## config.mk

```make
export PLATFORM = sky130hd
export DESIGN_NAME = fifo_rd_packer
export DESIGN_NICKNAME = d
export VERILOG_FILES = /design/src/rtl/fifo_pack_pkg.sv /design/src/rtl/fifo_pack_acc.sv /design/src/rtl/fifo_rd_packer.sv
export SDC_FILE = /design/constraint.sdc
export NUM_CORES = 1
export LEC_CHECK = 0
export ABC_AREA = 1
export CAP_MARGIN = 20
export CORE_UTILIZATION = 57
export DETAILED_ROUTE_END_ITERATION = 8
export GPL_ROUTABILITY_DRIVEN = 1
export GPL_TIMING_DRIVEN = 0
export MAX_ROUTING_LAYER = met4
export PLACE_DENSITY = 0.82
export SETUP_SLACK_MARGIN = 0.5
export SYNTH_ARGS = -nofsm -noshare
export SYNTH_HDL_FRONTEND = slang
export SYNTH_SLANG_ARGS = --single-unit
```

## constraint.sdc

```tcl
create_clock -name clk -period 3.2 [get_ports clk]
set_input_delay 0.64 -clock clk [delete_from_list [all_inputs] [get_ports clk]]
set_output_delay 0.64 -clock clk [all_outputs]
set_load 0.05 [all_outputs]
```

## src/rtl/fifo_pack_pkg.sv

```systemverilog
// Shared definitions for the FIFO read-side packer: FSM states and the
// lane-enable mask helper.
package fifo_pack_pkg;

  typedef enum logic {
    ST_RUN   = 1'b0,
    ST_FLUSH = 1'b1
  } state_t;

  localparam int MAX_LANES = 32;

  // (1 << cnt) - 1, computed one bit wider so cnt == MAX_LANES still works
  function automatic logic [MAX_LANES-1:0] be_mask(input logic [7:0] cnt);
    logic [MAX_LANES:0] one;
    logic [MAX_LANES:0] mask;
    one  = (MAX_LANES+1)'(1);
    mask = (one << cnt) - one;
    return mask[MAX_LANES-1:0];
  endfunction

endpackage

```

## src/rtl/fifo_pack_acc.sv

```systemverilog
// N-lane accumulator bank: one lane written per cycle, whole bank cleared
// together, and lanes at or above fill_cnt presented as zero.
module fifo_pack_acc #(
  parameter int DW = 8,
  parameter int N  = 4,
  parameter int CW = 3
) (
  input  logic            clk,
  input  logic            rst,
  input  logic            wr_en,
  input  logic [CW-1:0]   wr_idx,
  input  logic [DW-1:0]   wr_data,
  input  logic            lane_clr,
  input  logic [CW-1:0]   fill_cnt,
  output logic [DW*N-1:0] lanes
);

  genvar gi;
  generate
    for (gi = 0; gi < N; gi++) begin : g_lane
      logic [DW-1:0] lane_reg;

      always_ff @(posedge clk or negedge rst) begin
        if (!rst) begin
          lane_reg <= '0;
        end else if (lane_clr) begin
          lane_reg <= '0;
        end else if (wr_en && (wr_idx == CW'(gi))) begin
          lane_reg <= wr_data;
        end
      end

      assign lanes[gi*DW +: DW] = (CW'(gi) < fill_cnt) ? lane_reg : '0;
    end
  endgenerate

endmodule

```

## src/rtl/fifo_rd_packer.sv

```systemverilog
// Pops entries from a single-clock FIFO (one cycle read latency), packs N of
// them little-endian into a word and offers it on a valid/ready stream.
module fifo_rd_packer
  import fifo_pack_pkg::*;
#(
  parameter  int DW = 8,
  parameter  int N  = 4,
  localparam int CW = $clog2(N+1)
) (
  input  logic            clk,
  input  logic            rst,
  input  logic            fifo_empty,
  output logic            fifo_re,
  input  logic [DW-1:0]   fifo_dout,
  input  logic            flush,
  output logic            out_valid,
  input  logic            out_ready,
  output logic [DW*N-1:0] out_data,
  output logic [N-1:0]    out_be,
  output logic            out_last,
  output logic            busy
);

  localparam logic [CW-1:0] N_CNT = CW'(N);
  localparam logic [CW:0]   N_SUM = (CW+1)'(N);

  state_t            state_reg, state_next;
  logic [CW-1:0]     acc_cnt_reg;
  logic              inflight_reg;
  logic              out_valid_reg;
  logic [DW*N-1:0]   out_data_reg;
  logic [N-1:0]      out_be_reg;
  logic              out_last_reg;

  logic              word_ready;
  logic              xfer;
  logic              fifo_re_next;
  logic [CW:0]       fill_sum;
  logic [DW*N-1:0]   acc_lanes;
  logic [MAX_LANES-1:0] be_full;

  fifo_pack_acc #(.DW(DW), .N(N), .CW(CW)) u_acc (
    .clk      (clk),
    .rst      (rst),
    .wr_en    (inflight_reg),
    .wr_idx   (acc_cnt_reg),
    .wr_data  (fifo_dout),
    .lane_clr (xfer),
    .fill_cnt (acc_cnt_reg),
    .lanes    (acc_lanes)
  );

  // Issue a read only while the accumulator plus the entry in flight still
  // has room, or when a full word is leaving this very cycle.
  always_comb begin
    word_ready = 1'b0;
    if (state_reg == ST_RUN) begin
      word_ready = (acc_cnt_reg == N_CNT);
    end else begin
      word_ready = !inflight_reg && (acc_cnt_reg != '0);
    end
    xfer     = (!out_valid_reg || out_ready) && word_ready;
    fill_sum = {1'b0, acc_cnt_reg} + {{CW{1'b0}}, inflight_reg};
    fifo_re_next = !fifo_empty && (state_reg == ST_RUN) &&
                   ((fill_sum < N_SUM) || ((acc_cnt_reg == N_CNT) && xfer));
    be_full  = be_mask(8'(acc_cnt_reg));
  end

  always_comb begin
    state_next = state_reg;
    case (state_reg)
      ST_RUN: begin
        if (flush) state_next = ST_FLUSH;
      end
      ST_FLUSH: begin
        // Leave once the last read has landed and any partial word has gone
        if (!inflight_reg && ((acc_cnt_reg == '0) || xfer)) state_next = ST_RUN;
      end
      default: state_next = ST_RUN;
    endcase
  end

  always_ff @(posedge clk or negedge rst) begin
    if (!rst) begin
      state_reg     <= ST_RUN;
      acc_cnt_reg   <= '0;
      inflight_reg  <= 1'b0;
      out_valid_reg <= 1'b0;
      out_data_reg  <= '0;
      out_be_reg    <= '0;
      out_last_reg  <= 1'b0;
    end else begin
      state_reg    <= state_next;
      inflight_reg <= fifo_re_next;
      if (xfer) begin
        acc_cnt_reg <= '0;
      end else if (inflight_reg) begin
        acc_cnt_reg <= acc_cnt_reg + CW'(1);
      end
      if (xfer) begin
        out_valid_reg <= 1'b1;
        out_data_reg  <= acc_lanes;
        out_be_reg    <= be_full[N-1:0];
        out_last_reg  <= (state_reg == ST_FLUSH);
      end else if (out_valid_reg && out_ready) begin
        out_valid_reg <= 1'b0;
      end
    end
  end

  assign fifo_re   = fifo_re_next;
  assign out_valid = out_valid_reg;
  assign out_data  = out_data_reg;
  assign out_be    = out_be_reg;
  assign out_last  = out_last_reg;
  assign busy      = (state_reg == ST_FLUSH);

endmodule

```

==> flow_summary.ini, run 1 <==
[power_and_ir_drop]
switchingPower_w = 0.00188
power_leakage_nw = 2.00
total_power_w = 0.00425
p_int_w = 0.00236
seqPwrFrac_pct = 32.0
combPwrFrac_pct = 47.0
sw_frac_of_total_pct = 44.3
peakVddDrop_mv = 0.566
pwr-share-clk_pct = 21.0
power.density_nw_per_um2 = 1020

[clocking]
cts_tree = yes
clk_pin_slew_worst_paths_ns = 0.08
cts_max_level = 3
hold_buffers = 0
cts.sinks = 75
cts_inserted_buffers = 9
clk_latency_ns = 0.35
root_buffer = clkbuf_8
cts_buffer_depth = 2

[placed_design]
numPortBuffers = 52
dp_hpwl_mm = 5.04
gp_congestion = 0.848
dp_cells = 493

[die]
die_y_um = 77.6
rows = 27
die_area_um2 = 6020
num_io_pins = 53
initial_core_util_pct = 59.2
core_region_area_um2 = 5510
dieWidth_um = 77.6

[grt]
grt_pass1_vias = 2585
grt_antenna_before_repair = 0
track_usage_pct = 27.6
grt_pass1_wl_mm = 12.1
grt_start_max_net_pins = 76
grt.overflow.total = 0

[synth]
syn_area_um2 = 3260
yosysSeqAreaShare_pct = 57.6
netlist.area_leader.share_pct = 57.6
ys_ff_latch = 75
synth_nets = 388
ys_warn_count = 0
synth.distinct_cells = 22
synth_top_area_cell = dfrtp_1
syn_inst = 369
synth_area_leaders = dfrtp_1 (58%), nand2_1 (14%), nand3_1 (10%)
synth.avg_cell_area_um2 = 8.83

[sta]
fmax_mhz = 382
whs_ns = 0.415
final_hold_viol_count = 0
relSlewSlack_pct = 37.3
fin_crit_ns = 2.62
report.final.slew_viol_count = 0
clock-skew-final_ns = 0.00658
rsz0062_at_grt = false
worstMarginPinSlew_ns = 0.940
report.final.setup_viol = 0
min_period_over_period_pct = 81.8

[worst_setup_path]
crit_chain = buf_2 > inv_2 > ha_4 > nand2_1 > nand2_1 > nand4_1 > a21oi_2 > buf_6
worstPathArrival_ns = 1.98
cp_max_fo = 10
crit_path_top_delay_cell = dfrtp_1
cp-startpoint = acc_cnt_reg[0]
critPathLaunchType = register
slowest_delay_ns = 0.44
critPathKind = register to primary output
crit_required_ns = 2.56
reg2reg_slack_ns = 1.25
critPathMostFrequentCell = nand2_1
r2r_start = acc_cnt_reg[0]
worst_setup_path_end_kind = primary output

[drt]
wire_per_inst_um = 14.6
ant_nets = 0
routed-via-count = 2813
vias_per_cell = 5.52
drc_errors = 0
drt_iter0_markers = 276
drt_wl_total_mm = 7.44
firstDrtPassIters = 5

[finish]
synthToLayoutAreaGrowth_pct = 27.3
final_layout_size_suffix_gt1_share_pct = 9.82
antenna_cells = 0
stdcell_count = 510
fin_nets = 452
fill_cells = 401

[run]
cap_violations = 0

[run_status]
status = finished clean

[hold_path]
worstHoldPathType = input pin to async pin
==> final timing paths <==
kind / cells after the start / to
max: 8 / fifo_re
max reg2reg: 8 / u_acc.g_lane[2].lane_reg[7]
min reg2reg: 1 / out_be[0]
min: 1 / out_be[2]
min in group clk: 1 / out_be[0]
max in group asynchronous: 1 / out_data[0]
==> cell families (layout without fill, tap and decap cells) <==
family	after synthesis	count (layout)	synth area share [%]
simple gates	205	205	27.3
flops	75	75	57.6
compound gates	41	41	6.34
buf+inv	41	110	6.14
fa+ha+maj	6	6	2.30
xor+xnor	1	1	0.269
==> cells in the mapped netlist <==
library cell / n
a21oi_1: 2
a31oi_1: 1
buf_2: 1
buf_4: 4
buf_6: 4
clkbuf_1: 8
dfrtp_1: 75
ha_1: 6
inv_1: 19
inv_2: 5
nand2_1: 119
nand2_4: 1
nand3_1: 67
nand3_4: 1
nand4_1: 1
nor2_1: 12
nor2_2: 2
nor3_2: 1
o21ai_0: 37
o21ai_1: 1
or2_2: 1
xor2_1: 1
==> per-layer routing <==
metal / vias up / track usage [%] / wire (um)
met1: 1344 / 35.7 / 3190
met4: 0 / 17.2 / 218
li1: 1335 / - / -
met3: 23 / 3.53 / 406
met5: - / - / 0
met2: 111 / 41.6 / 3630
==> cell usage in the layout (no fill, tap or decap), types with 2 or more instances in the layout <==
cell type | netlist | routed
nand2_1 | 119 | 119
o21ai_0 | 37 | 37
clkbuf_1 | 8 | 7
clkdlybuf4s50_1 | 0 | 50
dfrtp_1 | 75 | 75
buf_4 | 4 | 6
bufinv_16 | 0 | 3
nor2_1 | 12 | 12
buf_2 | 1 | 2
ha_1 | 6 | 5
nand3_1 | 67 | 67
clkbuf_8 | 0 | 10
buf_6 | 4 | 5
inv_2 | 5 | 6
nor2_2 | 2 | 2
inv_1 | 19 | 18
==> final cells by class <==
| type | instances | area (um2) | share of cell area [%] |
|---|---|---|---|
| Sequential cell | 75 | 1880 | 45.2 |
| Multi-Input combinational cell | 253 | 1200 | 29.0 |
| Timing Repair Buffer | 53 | 527 | 12.7 |
| Clock buffer | 10 | 138 | 3.32 |
| Clock inverter | 6 | 111 | 2.68 |
| Buffer | 17 | 111 | 2.68 |
| Inverter | 24 | 90.1 | 2.17 |
| Tap cell | 72 | 90.1 | 2.17 |
==> power by group through the flow <==
stage / registers [W] / logic (W) / clock network (W)
2_1_floorplan: 0.00173 / 0.000992 / 0
3_3_place_gp: 0.00136 / 0.00189 / 0
3_5_place_dp: 0.00137 / 0.00194 / 0
4_1_cts: 0.00135 / 0.00196 / 0.000902
5_1_grt: 0.00139 / 0.00218 / 0.000940
6_report: 0.00136 / 0.00200 / 0.000892
==> critical path, delay by kind of cell (launching register included) <==
family / cells / cell delay (ns)
adder cells (fa/ha/maj): 1 / 0.17
AO/OA/AOI/OAI: 1 / 0.22
flip-flops: 1 / 0.44
AND/OR/NAND/NOR: 3 / 0.30
buffers and inverters: 3 / 0.49
==> per-stage QoR <==
stage | util [%] | worst slack [ns] | setup TNS [ns] | instance area (um2)
CTS | 74.8 | 0.512 | 0 | 4120
detailed placement | 70.2 | 0.110 | 0 | 3870
global route | 75.3 | 0.507 | 0 | 4150
global placement | 70.3 | -0.947 | -70.72 | 3870
floorplan | - | 0.601 | 0 | 3260
finish | 75.3 | 0.584 | 0 | 4150
==> timing repair <==
| action | in CTS | in global routing |
|---|---|---|
| pin swaps | 0 | 1 |
| hold endpoints to repair | 0 | 0 |
| setup buffers | 0 | 1 |
| endpoints found under the setup margin | 1 | 1 |
| gates resized for setup | 9 | 5 |
Power figures use the tool's default switching activity.
==> run 2: changes to the inputs <==
CORE_UTILIZATION = 48   (was 57)
PLACE_DENSITY = 0.74   (was 0.82)
clock period = 2.35 ns   (was 3.2 ns; I/O delays follow)
==> flow_summary.ini, run 2 (synthesized netlist as in run 1, its figures left out) <==
[run_status]
status = finished with violations
violations = DRC

[worst_setup_path]
crit_path_top_delay_cell = dfrtp_1
crit_required_ns = 1.88
cp_max_fo = 3
worst_setup_path_end_kind = primary output
crit_chain = clkbuf_8 > inv_4 > ha_4 > nand2_2 > nand2_2 > nand4_1 > a21oi_4 > buf_6
r2r_end = u_acc.g_lane[2].lane_reg[4]
slowest_delay_ns = 0.40
worst_r2r_path_depth = 9
reg2reg_slack_ns = 0.47
critPathKind = register to primary output
critPathLaunchType = register
critPathMostFrequentCell = nand2_2
r2r_start = acc_cnt_reg[0]
worstPathArrival_ns = 1.65

[drt]
routed-via-count = 2786
drt_iter0_markers = 212
ant_nets = 0
drc_errors = 4
routed.top_layer = met4
met2_length_mm = 3.68
wire_per_inst_um = 14.6
drt_wl_total_mm = 7.68
vias_per_cell = 5.31
wl_met1_mm = 3.32
met3_length_um = 502
firstDrtPassIters = 7

[sta]
report.final.setup_viol = 0
rsz0062_at_grt = true
worstMarginPinSlew_ns = 0.587
relSlewSlack_pct = 60.9
clock-skew-final_ns = 0.00590
whs_ns = 0.473
setup_slack_ns = 0.232
fin_crit_ns = 2.12
report.final.slew_viol_count = 0
min_period_over_period_pct = 90.1
final_hold_viol_count = 0
fmax_mhz = 472

[hold_path]
whs_path_depth = 1
hp-start = out_be[0]
holdPathEnd = out_be[0]
worstHoldPathType = register to register

[clocking]
root_buffer = clkbuf_8
cts_buffer_depth = 2
clk_latency_ns = 0.35
clk_pin_slew_worst_paths_ns = 0.08
cts_tree = yes
cts_inserted_buffers = 9
cts_max_level = 3
cts.sinks = 75

[grt]
track_usage_pct = 24.6
grt_start_max_net_pins = 60
grt_antenna_before_repair = 0
grt.overflow.total = 0
grt_pass1_vias = 2746
grt_pass1_wl_mm = 13.2

[finish]
final_layout_size_suffix_gt1_share_pct = 13.8
layout_common_cells = nand2_1 (117), dfrtp_1 (73), nand3_1 (67), dlygate4sd2_1 (39), o21ai_0 (37)
fin_util_pct = 64.9
final_common_cell = nand2_1
fin_nets = 462
synthToLayoutAreaGrowth_pct = 28.6
multi_input_area_um2 = 1220
ff_latch_area_um2 = 1880
antenna_cells = 0
fill_cells = 573
stdcell_count = 525

[power_and_ir_drop]
total_power_w = 0.00561
peakVddDrop_mv = 0.642
power_leakage_nw = 2.21
power.density_nw_per_um2 = 1340

[die]
core_region_area_um2 = 6460
num_io_pins = 53
die_area_um2 = 7120
dieWidth_um = 84.4
initial_core_util_pct = 50.4
die_y_um = 84.4
rows = 29

[placed_design]
pre_cts_ws_ns = -0.442
numPortBuffers = 52
dp_hpwl_mm = 5.31
dp_cells = 499
gp_congestion = 0.868

[run]
cap_violations = 0
-- run 2: cell count changes in the layout (fill, tap and decap cells not counted), moves of 4 or more --
cell / delta
clkbuf_2: +4
buf_4: +8
dlygate4sd2_1: +39
clkbuf_1: -5
clkdlybuf4s50_1: -39
-- run 2: how the worst max path moves through the flow --
stage,startpoint,cells past startpoint,slack (ns),to
6_report,acc_cnt_reg[0],8,0.23,fifo_re
3_3_place_gp,rst,1,-1.97,busy
4_1_cts,acc_cnt_reg[0],8,0.24,fifo_re
2_1_floorplan,acc_cnt_reg[0],7,0.47,fifo_re
3_5_place_dp,out_ready,6,-0.44,fifo_re
5_1_grt,acc_cnt_reg[0],8,0.17,fifo_re
-- run 2: layout make-up --
class	count	share of cell area (%)
Tap cell	77	2.30
Inverter	24	2.21
Sequential cell	75	44.8
Buffer	17	3.07
Multi-Input combinational cell	253	29.0
Clock buffer	10	3.28
Clock inverter	6	1.55
Timing Repair Buffer	63	13.7
-- run 2: what timing repair did --
action / CTS / global route
hold endpoints to repair: 16 / 0
buffers inserted: 9 / 0
pin swaps: 3 / 0
setup endpoints to repair: 44 / 29
resized for setup: 51 / 8
hold buffers: 1 / 0
-- run 2: metrics by stage --
step / TNS (ns) / area (um2)
2_1_floorplan: 0 / 3300
3_3_place_gp: -128.17 / 3920
3_5_place_dp: -0.442 / 3940
4_1_cts: 0 / 4190
5_1_grt: 0 / 4190
6_report: 0 / 4190
-- run 2: report_power, final --
group | internal (W) | switching (W)
clock | 0.000519 | 0.000488
combinational | 0.000855 | 0.00190
sequential | 0.00163 | 0.000204
-- run 2: routing by layer --
metal	global-route usage, %	vias to the layer above
li1	-	1351
met1	33.2	1321
met2	36.9	94
met3	4.52	20
met4	10.8	0
met5	-	-
-- run 2: critical path, delay by kind of cell (launching register included) --
family / cells / cell delay (ns)
fa+ha+maj: 1 / 0.13
compound gates: 1 / 0.17
flops: 1 / 0.40
simple gates: 3 / 0.24
buf+inv: 3 / 0.37
==> run 3: changes to the inputs <==
CELL_PAD_IN_SITES_DETAIL_PLACEMENT = 1   (was not set)
CELL_PAD_IN_SITES_GLOBAL_PLACEMENT = 1   (was not set)
CORE_UTILIZATION = 36   (was 48)
PLACE_DENSITY = 0.73   (was 0.74)
==> flow_summary.ini, run 3 (synthesized netlist as in run 1, its figures left out) <==
[drt]
drt_wl_total_mm = 12.0
routed-via-count = 3082
routed.top_layer = met4
drt_iter0_markers = 116
drc_errors = 0
met2_length_mm = 6.37
firstDrtPassIters = 4
ant_nets = 0
wl_met1_mm = 4.89
wire_per_inst_um = 20.8
met3_length_um = 525
vias_per_cell = 5.32

[sta]
whs_ns = 0.456
final_hold_viol_count = 0
clock-skew-final_ns = 0.00773
fmax_mhz = 450
worstMarginPinSlew_ns = 0.664
fin_crit_ns = 2.22
report.final.setup_viol = 0
min_period_over_period_pct = 94.6
relSlewSlack_pct = 55.7
report.final.slew_viol_count = 0
setup_slack_ns = 0.128
rsz0062_at_grt = true

[finish]
fill_cells = 960
synthToLayoutAreaGrowth_pct = 59.6
layout_common_cells = nand2_1 (89), dfrtp_1 (73), dlygate4sd2_1 (39), nand3_2 (34), nand3_1 (26)
final_common_cell = nand2_1
multi_input_area_um2 = 1620
antenna_cells = 0
final_layout_size_suffix_gt1_share_pct = 35.0
ff_latch_area_um2 = 1880
fin_nets = 486
stdcell_count = 579

[placed_design]
dp_hpwl_mm = 6.13
numPortBuffers = 52
gp_congestion = 0.797
dp_cells = 530
pre_cts_ws_ns = -0.439

[grt]
grt_pass1_wl_mm = 15.0
track_usage_pct = 21.0
grt_start_max_net_pins = 72
grt_antenna_before_repair = 0
grt.overflow.total = 0
grt_pass1_vias = 2970

[worst_setup_path]
cp_max_fo = 9
worst_setup_path_end_kind = primary output
crit_required_ns = 1.88
worstPathArrival_ns = 1.75
critPathLaunchType = register
worst_r2r_path_depth = 13
critPathKind = register to primary output

[die]
die_area_um2 = 9440
initial_core_util_pct = 37.4
dieWidth_um = 97.1
num_io_pins = 53
core_region_area_um2 = 8720
rows = 34
die_y_um = 97.1

[clocking]
root_buffer = clkbuf_8
cts_buffer_depth = 2
clk_pin_slew_worst_paths_ns = 0.09
cts_max_level = 3
clk_latency_ns = 0.36
cts_tree = yes
cts.sinks = 75
cts_inserted_buffers = 9

[power_and_ir_drop]
seqPwrFrac_pct = 23.9
p_int_w = 0.00451
power_leakage_nw = 2.58
switchingPower_w = 0.00355
combPwrFrac_pct = 59.3
sw_frac_of_total_pct = 44.0
power.density_nw_per_um2 = 1550
peakVddDrop_mv = 0.642
pwr-share-clk_pct = 16.8

[run_status]
status = finished clean

[run]
cap_violations = 0

[hold_path]
worstHoldPathType = input pin to async pin
-- run 3: cell count changes in the layout (fill, tap and decap cells not counted), moves of 4 or more --
cell,delta
nand2_1,-28
clkbuf_2,-4
o21ai_0,-20
buf_12,+4
nand2_2,+21
nand3_2,+34
o21ai_2,+9
nand3_4,+7
o21ai_1,+11
nand3_1,-41
buf_8,+6
nand2_4,+7
buf_6,+8
clkbuf_16,+10
-- run 3: cell type report --
| cell class | count | area share [%] |
|---|---|---|
| repair buffers | 87 | 18.6 |
| multi-input cells | 253 | 31.2 |
| flip-flops and latches | 75 | 36.1 |
| well taps | 108 | 2.60 |
| clock buffers | 10 | 2.65 |
| plain buffers | 17 | 4.43 |
| clock inverters | 5 | 2.41 |
| inverters | 24 | 1.97 |
-- run 3: timing repair --
action / in CTS / in global routing
pin swaps: 3 / 34
hold buffers: 1 / 0
buffers inserted: 9 / 13
gates resized for setup: 56 / 170
cloned: 0 / 11
setup endpoints to repair: 50 / 74
hold endpoints to repair: 4 / 0
-- run 3: final timing paths --
path | from | endpoint | slack (ns)
max reg2reg | acc_cnt_reg[1] | u_acc.g_lane[3].lane_reg[7] | 0.27
min | rst | out_data[0] | 0.46
max in group asynchronous | rst | out_data[17] | 1.33
max | acc_cnt_reg[1] | fifo_re | 0.13
min in group clk | out_data[23] | out_data[23] | 0.48
min reg2reg | out_data[23] | out_data[23] | 0.48
-- run 3: through the flow --
step / utilization, % / power [W] / setup TNS [ns] / cell area [um2]
after floorplan: - / 0.00378 / 0 / 3300
after global placement: 45.4 / 0.00459 / -138.12 / 3960
after detailed placement: 45.7 / 0.00469 / -0.439 / 3980
after CTS: 49.3 / 0.00608 / 0 / 4300
after global routing: 59.6 / 0.00841 / 0 / 5200
final: 59.6 / 0.00806 / 0 / 5200
-- run 3: power groups by stage --
stage | logic (W) | clock network (W) | registers (W)
floorplan | 0.00142 | 0 | 0.00236
global placement | 0.00273 | 0 | 0.00186
detailed placement | 0.00281 | 0 | 0.00188
CTS | 0.00289 | 0.00135 | 0.00185
global route | 0.00504 | 0.00141 | 0.00196
finish | 0.00478 | 0.00136 | 0.00192
-- run 3: critical path, stage by stage, from the launching register on --
cell and delay [ns]:
dfrtp_1 0.48, inv_2 0.10, buf_4 0.17, nor3_4 0.20
inv_4 0.12, nand2_1 0.13, a21oi_4 0.05, buf_6 0.15
-- run 3: metal layers --
| layer | up-vias | track usage, % |
|---|---|---|
| met5 | - | - |
| met4 | 0 | 6.89 |
| met3 | 24 | 2.81 |
| met2 | 91 | 35.7 |
| met1 | 1575 | 26.0 |
| li1 | 1392 | - |
